<file path="config.mk">
export PLATFORM = sky130hd
export DESIGN_NAME = video_sequencer
export DESIGN_NICKNAME = d
export VERILOG_FILES = /design/src/rtl/video_control_signals.sv /design/src/rtl/video_timing_counter.sv /design/src/rtl/video_sequencer.sv
export SDC_FILE = /design/constraint.sdc
export NUM_CORES = 1
export LEC_CHECK = 0
export CAP_MARGIN = 10
export CORE_MARGIN = 4
export CORE_UTILIZATION = 50
export CTS_CLUSTER_DIAMETER = 60
export DETAILED_ROUTE_END_ITERATION = 16
export GPL_TIMING_DRIVEN = 0
export PLACE_DENSITY_LB_ADDON = 0.25
export SLEW_MARGIN = 25
export SYNTH_ARGS = -nofsm -noshare
export SYNTH_HDL_FRONTEND = slang
export SYNTH_SLANG_ARGS = --single-unit
</file>
<file path="constraint.sdc">
create_clock -name I_clock -period 4.85 [get_ports I_clock]
set_input_delay 0.7275 -clock I_clock [delete_from_list [all_inputs] [get_ports I_clock]]
set_output_delay 0.7275 -clock I_clock [all_outputs]
set_load 0.01 [all_outputs]
</file>
<file path="src/rtl/video_control_signals.sv">
// Shared definitions for the PPU video path: bit positions of the sequencer
// control word and the dot/line timing constants used to decode it.
package video_control_signals;

  localparam int CONTROL_W = 16;

  // One bit per event in the control word consumed by video_address.
  typedef enum logic [3:0] {
    video_fetch_nt_byte_addr   = 4'd0,
    video_fetch_nt_byte_data   = 4'd1,
    video_fetch_at_byte_addr   = 4'd2,
    video_fetch_at_byte_data   = 4'd3,
    video_fetch_tile_lo_addr   = 4'd4,
    video_fetch_tile_lo_data   = 4'd5,
    video_fetch_tile_hi_addr   = 4'd6,
    video_fetch_tile_hi_data   = 4'd7,
    video_incr_hori_v          = 4'd8,
    video_incr_vert_v          = 4'd9,
    video_hori_v_eq_t          = 4'd10,
    video_vert_v_eq_t          = 4'd11,
    video_shift_reload         = 4'd12,
    video_set_vblank           = 4'd13,
    video_clr_vblank           = 4'd14,
    video_control_spare        = 4'd15   // never driven; keeps the word 16 bits
  } video_control_e;

  // Default frame geometry (NTSC PPU).
  localparam int DOTS_PER_LINE   = 341;
  localparam int LINES_PER_FRAME = 262;
  localparam int VBLANK_LINE     = 241;

  // Background fetch windows within a fetch line.
  localparam logic [8:0] FETCH_A_FIRST   = 9'd1;
  localparam logic [8:0] FETCH_A_LAST    = 9'd256;
  localparam logic [8:0] FETCH_B_FIRST   = 9'd321;
  localparam logic [8:0] FETCH_B_LAST    = 9'd336;

  // Shifter reloads: every 8 dots from 9 to 257, plus the two prefetch tiles.
  localparam logic [8:0] RELOAD_FIRST    = 9'd9;
  localparam logic [8:0] RELOAD_LAST     = 9'd257;
  localparam logic [8:0] RELOAD_PRE0     = 9'd329;
  localparam logic [8:0] RELOAD_PRE1     = 9'd337;

  // Scroll register updates.
  localparam logic [8:0] INCR_VERT_DOT   = 9'd256;
  localparam logic [8:0] HORI_COPY_DOT   = 9'd257;
  localparam logic [8:0] VERT_COPY_FIRST = 9'd280;
  localparam logic [8:0] VERT_COPY_LAST  = 9'd304;

  // Dot on which the vblank flag is set or cleared.
  localparam logic [8:0] FLAG_DOT        = 9'd1;

endpackage

</file>
<file path="src/rtl/video_timing_counter.sv">
// Dot / line / frame-parity counters. Also exposes the next position so the
// control decode can be registered in step with the counters.
module video_timing_counter
  import video_control_signals::*;
#(
  parameter int P_dots_per_line   = DOTS_PER_LINE,
  parameter int P_lines_per_frame = LINES_PER_FRAME
) (
  input  logic       i_clock,
  input  logic       i_reset_n,
  input  logic       i_render,
  output logic [8:0] o_dot,
  output logic [8:0] o_line,
  output logic       o_frame_odd,
  output logic [8:0] o_next_dot,
  output logic [8:0] o_next_line
);

  localparam logic [8:0] LP_LAST_DOT  = 9'(P_dots_per_line - 1);
  localparam logic [8:0] LP_SKIP_DOT  = 9'(P_dots_per_line - 2);
  localparam logic [8:0] LP_LAST_LINE = 9'(P_lines_per_frame - 1);

  logic [8:0] r_dot;
  logic [8:0] r_line;
  logic       r_frame_odd;
  logic [8:0] w_next_dot;
  logic [8:0] w_next_line;
  logic       w_next_odd;
  logic       w_skip;

  // Next position; odd rendered frames drop the last dot of the pre-render line.
  always_comb begin
    w_skip      = i_render && r_frame_odd && (r_line == LP_LAST_LINE) && (r_dot == LP_SKIP_DOT);
    w_next_dot  = r_dot + 9'd1;
    w_next_line = r_line;
    w_next_odd  = r_frame_odd;
    if (w_skip || (r_dot == LP_LAST_DOT)) begin
      w_next_dot = '0;
      if (r_line == LP_LAST_LINE) begin
        w_next_line = '0;
        w_next_odd  = ~r_frame_odd;
      end else begin
        w_next_line = r_line + 9'd1;
      end
    end
  end

  // Position and frame parity registers.
  always_ff @(posedge i_clock or negedge i_reset_n) begin
    if (!i_reset_n) begin
      r_dot       <= '0;
      r_line      <= '0;
      r_frame_odd <= 1'b0;
    end else begin
      r_dot       <= w_next_dot;
      r_line      <= w_next_line;
      r_frame_odd <= w_next_odd;
    end
  end

  assign o_dot       = r_dot;
  assign o_line      = r_line;
  assign o_frame_odd = r_frame_odd;
  assign o_next_dot  = w_next_dot;
  assign o_next_line = w_next_line;

endmodule

</file>
<file path="src/rtl/video_sequencer.sv">
// PPU dot/scanline sequencer: drives the per-dot control word for the video
// address path and owns the vblank flag and NMI request.
module video_sequencer
  import video_control_signals::*;
#(
  parameter int P_dots_per_line   = DOTS_PER_LINE,
  parameter int P_lines_per_frame = LINES_PER_FRAME,
  parameter int P_vblank_line     = VBLANK_LINE
) (
  input  logic                 I_clock,
  input  logic                 I_reset,
  input  logic [7:0]           I_ppuctrl,
  input  logic [7:0]           I_ppumask,
  input  logic                 I_stat_rd,
  output logic [CONTROL_W-1:0] O_control,
  output logic [8:0]           O_dot,
  output logic [8:0]           O_line,
  output logic                 O_visible,
  output logic                 O_vblank,
  output logic                 O_nmi,
  output logic                 O_frame_odd
);

  // Rendering lines end where the post-render line begins, just before vblank.
  localparam logic [8:0] LP_POST_LINE   = 9'(P_vblank_line - 1);
  localparam logic [8:0] LP_VBLANK_LINE = 9'(P_vblank_line);
  localparam logic [8:0] LP_PRE_LINE    = 9'(P_lines_per_frame - 1);

  logic [8:0]           w_dot;
  logic [8:0]           w_line;
  logic                 w_frame_odd;
  logic [8:0]           w_next_dot;
  logic [8:0]           w_next_line;
  logic                 w_render;
  logic                 w_set_vblank;
  logic                 w_clr_vblank;
  logic                 w_vblank_next;
  logic                 w_unused_bits;
  logic [CONTROL_W-1:0] r_control;
  logic                 r_vblank;

  // Position -> control word. Emitted regardless of PPUMASK.
  function automatic logic [CONTROL_W-1:0] f_decode(input logic [8:0] d, input logic [8:0] l);
    logic [CONTROL_W-1:0] c;
    logic                 fline;
    logic                 fdot;
    c     = '0;
    fline = (l < LP_POST_LINE) || (l == LP_PRE_LINE);
    fdot  = ((d >= FETCH_A_FIRST) && (d <= FETCH_A_LAST)) ||
            ((d >= FETCH_B_FIRST) && (d <= FETCH_B_LAST));
    if (fline && fdot) begin
      case (d[2:0])
        3'd1:    c[video_fetch_nt_byte_addr] = 1'b1;
        3'd2:    c[video_fetch_nt_byte_data] = 1'b1;
        3'd3:    c[video_fetch_at_byte_addr] = 1'b1;
        3'd4:    c[video_fetch_at_byte_data] = 1'b1;
        3'd5:    c[video_fetch_tile_lo_addr] = 1'b1;
        3'd6:    c[video_fetch_tile_lo_data] = 1'b1;
        3'd7:    c[video_fetch_tile_hi_addr] = 1'b1;
        default: begin
          c[video_fetch_tile_hi_data] = 1'b1;
          // At dot 256 the vertical increment takes the place of the horizontal one.
          if (d != INCR_VERT_DOT) c[video_incr_hori_v] = 1'b1;
        end
      endcase
    end
    if (fline && (d == INCR_VERT_DOT)) c[video_incr_vert_v] = 1'b1;
    if (fline && (((d >= RELOAD_FIRST) && (d <= RELOAD_LAST) && (d[2:0] == 3'd1)) ||
                  (d == RELOAD_PRE0) || (d == RELOAD_PRE1)))
      c[video_shift_reload] = 1'b1;
    if (fline && (d == HORI_COPY_DOT)) c[video_hori_v_eq_t] = 1'b1;
    if ((l == LP_PRE_LINE) && (d >= VERT_COPY_FIRST) && (d <= VERT_COPY_LAST))
      c[video_vert_v_eq_t] = 1'b1;
    if ((l == LP_VBLANK_LINE) && (d == FLAG_DOT)) c[video_set_vblank] = 1'b1;
    if ((l == LP_PRE_LINE) && (d == FLAG_DOT)) c[video_clr_vblank] = 1'b1;
    return c;
  endfunction

  assign w_render      = |I_ppumask[4:3];
  assign w_unused_bits = ^{I_ppuctrl[6:0], I_ppumask[7:5], I_ppumask[2:0]};

  video_timing_counter #(
    .P_dots_per_line  (P_dots_per_line),
    .P_lines_per_frame(P_lines_per_frame)
  ) u_counter (
    .i_clock    (I_clock),
    .i_reset_n  (I_reset),
    .i_render   (w_render),
    .o_dot      (w_dot),
    .o_line     (w_line),
    .o_frame_odd(w_frame_odd),
    .o_next_dot (w_next_dot),
    .o_next_line(w_next_line)
  );

  // Vblank flag update; a status read on the setting edge wins, so a read one
  // dot early suppresses the whole frame's flag and NMI.
  always_comb begin
    w_set_vblank  = (w_next_line == LP_VBLANK_LINE) && (w_next_dot == FLAG_DOT);
    w_clr_vblank  = (w_next_line == LP_PRE_LINE) && (w_next_dot == FLAG_DOT);
    w_vblank_next = r_vblank;
    if (w_clr_vblank) w_vblank_next = 1'b0;
    if (w_set_vblank) w_vblank_next = 1'b1;
    if (I_stat_rd)    w_vblank_next = 1'b0;
  end

  // Control word and flag registered from the next position so they line up with O_dot/O_line.
  always_ff @(posedge I_clock or negedge I_reset) begin
    if (!I_reset) begin
      r_control <= '0;
      r_vblank  <= 1'b0;
    end else begin
      r_control <= f_decode(w_next_dot, w_next_line);
      r_vblank  <= w_vblank_next;
    end
  end

  assign O_control   = r_control;
  assign O_dot       = w_dot;
  assign O_line      = w_line;
  assign O_frame_odd = w_frame_odd;
  assign O_vblank    = r_vblank;
  assign O_nmi       = r_vblank & I_ppuctrl[7];
  assign O_visible   = (w_line < LP_POST_LINE) && (w_dot >= 9'd1) && (w_dot <= 9'd256);

endmodule
</file>
==> impl_metrics.yaml <==
outcome:
  status: "complete, no violations"
logic_synthesis:
  synth_area_per_cell_um2: 9.194
  netlist_area_um2: 2059
  ys_seq_elements: 35
  postSynth.asyncResetShare_pct: 100.0
  synth-warning-count: 0
  synth_cells: 224
  syn_nets: 248
  synth_cell_types: 51
  synthFlopType: "dfrtp_1"
  yosysSeqAreaShare_pct: 42.53
  synth_enable_flop_cells: 0
place:
  routabilityCongestion: 0.9195
  port_buffers: 42
  dp.final_hpwl_um: 3909
routing:
  wire_per_inst_um: 16.36
  first_iter_violations: 173
  route.detailed.drc: 0
  via_per_inst: 5.926
  ant_nets: 0
  vias: 1926
  routed_wl_um: 5318
  first_pass_iters: 4
pwr:
  vdd_ir_drop_max_mv: 0.1900
  p_per_area_nw_per_um2: 196.6
  cellLeakagePower_uw: 0.001036
  finalPower_uw: 520.3
sta:
  whs_ns: 0.2494
  final-setup-viol-count: 0
  tightest_slew_ns: 0.6872
  rsz0062_at_grt: "no"
  fin_tns_setup_ns: 0
  finalHoldViolations: 0
  relSlewSlack_pct: 53.70
  period_share_pct: 72.35
  clock_skew_ns: 0.006762
  fmax_mhz: 285.0
  fin_crit_ns: 3.509
  slew_viol_final: 0
floorplanning:
  dieWidth_um: 72.18
  core_um2: 4000
  start_util_pct: 51.49
  boundaryPins: 57
  dieArea_um2: 5210
  die_h_um: 72.18
  rows: 23
clock_tree:
  cts.clk_slew.worst_paths_ns: 0.08
  cts_num_sinks: 35
  hold_buffers: 0
  post-cts-setup-buffers: 0
  post_cts_resized: 0
  cts_root_buf: "clkbuf_8"
  clk_latency_ns: 0.30
  cts_tree: "built"
  numCtsBuffers: 5
  clockBufferDepth: 2
  h-tree-depth: 2
grt:
  grt_overflow: 0
  antenna_found_initial: 0
  grt_max_degree: 31
  grt_pass1_wl_um: 8887
  globalRouteTotalUtil_pct: 21.90
  use_met3_pct: 5.679
  grtUsageMet1_pct: 27.68
  grt.busiest_layer: "met2"
  gr-usage-met2_pct: 35.39
  grt_pass1_vias: 1892
cells_and_area:
  nFillCells: 355
  layout_commonest_cell: "clkdlybuf4s50_1"
  diodes: 0
  nets: 298
  final_cell_mix: "clkdlybuf4s50_1, dfrtp_1, nand2_1"
  final_util_pct: 66.16
  area_growth_pct: 28.49
  drive_gt1_share_pct: 10.18
critical_path:
  cp_slowest_stage_delay_ns: 0.63
  endpoint_kind: "flip-flop"
  crit_type: "reg2reg"
  critPathBufInv: 1
  start_kind: "flip-flop"
  reg2reg_slack_ns: 1.34
  path_delay_family: "compound AO/OA/AOI/OAI gates"
  ff2ff_path_depth: 9
  arrival_ns: 3.71
  r2r_start: "u_counter.o_dot[0]"
  cp_slowest_cell: "o41ai_2"
  reg2reg_to: "O_control[4]"
  path_cells: "ha_1 -> clkbuf_1 -> nand4b_1 -> o41ai_2 -> a21oi_1 -> a2111oi_2 -> a32oi_2 -> or4_4 -> nor3_1"
  worstPathRequired_ns: 5.05
  path_max_fanout: 9
worst_hold_path:
  hold_path.class: "in2async"
job:
  drv_cap: 0
[worst register-to-register path, cell delays in order, from the launching register on]
cell	delay, ns
dfrtp_1	0.53
ha_1	0.20
clkbuf_1	0.31
nand4b_1	0.22
o41ai_2	0.63
a21oi_1	0.18
a2111oi_2	0.39
a32oi_2	0.25
or4_4	0.55
nor3_1	0.16
[per-stage QoR]
| stage | instance area [um^2] | setup slack, ns | instances |
|---|---|---|---|
| 3_5_place_dp | 2557 | 1.413 | 317 |
| 2_1_floorplan | 2059 | 1.849 | 224 |
| 6_report | 2646 | 1.341 | 325 |
| 5_1_grt | 2646 | 1.021 | 325 |
| 4_1_cts | 2646 | 1.376 | 325 |
| 3_3_place_gp | 2542 | 1.443 | 316 |
[registers in the layout (all words and copies together) (netlist names)]
signal / flops
O_vblank: 1
u_counter.o_frame_odd: 1
u_counter.o_dot: 9
O_control: 15
u_counter.o_line: 9
[area by class of cell]
type | count | area, um^2 | area share, %
clock buffers | 5 | 68.82 | 2.600
clock inverters | 3 | 20.02 | 0.7565
multi-input cells | 167 | 1087 | 41.09
inverters | 11 | 41.29 | 1.560
flip-flops and latches | 35 | 875.8 | 33.10
repair buffers | 43 | 435.4 | 16.45
plain buffers | 11 | 55.05 | 2.080
well taps | 50 | 62.56 | 2.364
[cell usage after synthesis, types with 2 or more instances]
cell type	n	area share, %
o21ai_0	9	2.2
nand3_1	6	1.5
ha_1	5	3.0
buf_2	2	0.49
nand2_1	20	3.6
a21oi_1	10	2.4
clkbuf_1	7	1.3
nor4b_1	2	0.85
o31a_1	3	1.3
a211o_1	3	1.3
xnor2_1	8	3.4
nor4_1	11	3.3
inv_1	11	2.0
o22ai_1	2	0.61
nand4_1	3	0.91
and4_1	2	0.85
and3_1	5	1.5
nor3_1	14	3.4
or3_1	4	1.2
o21a_1	2	0.73
xor2_1	4	1.7
or2_2	5	1.5
nor2_1	16	2.9
nand4b_1	2	0.85
dfrtp_1	35	43
a31oi_1	7	2.1
or4_4	2	1.1
[layer usage]
metal	up-vias	share of wire (%)
met4	0	2.3
li1	921	-
met2	55	49
met1	937	42
met5	-	0
met3	13	6.0
[worst max path at each step]
stage                             from            to  slack [ns]  depth (start not counted)
finish              u_counter.o_dot[0]  O_control[4]        1.34                          9
global placement    u_counter.o_dot[0]  O_control[4]        1.44                          9
detailed placement  u_counter.o_dot[0]  O_control[4]        1.41                          9
global route        u_counter.o_dot[1]  O_control[3]        1.02                          9
floorplan           u_counter.o_dot[0]  O_control[4]        1.85                         10
CTS                 u_counter.o_dot[0]  O_control[4]        1.38                          9
[report_power, final]
group / switching (uW) / total (uW) / internal, uW
registers: 0 / 292 / 292
logic: 6.79 / 12.2 / 5.44
clock network: 117 / 217 / 99.9
[cells by family (layout without fill, tap and decap cells)]
kind of cell	count (synthesis)	after routing	share of synthesized area (%)
buf+inv	22	73	4.678
other cells	1	1	0.1821
compound gates	49	49	17.38
fa+ha+maj	5	5	3.038
mux	2	2	1.033
xor+xnor	12	12	5.103
simple gates	98	98	26.06
flops	35	35	42.53
No activity file was read; power rests on OpenSTA's default activity.
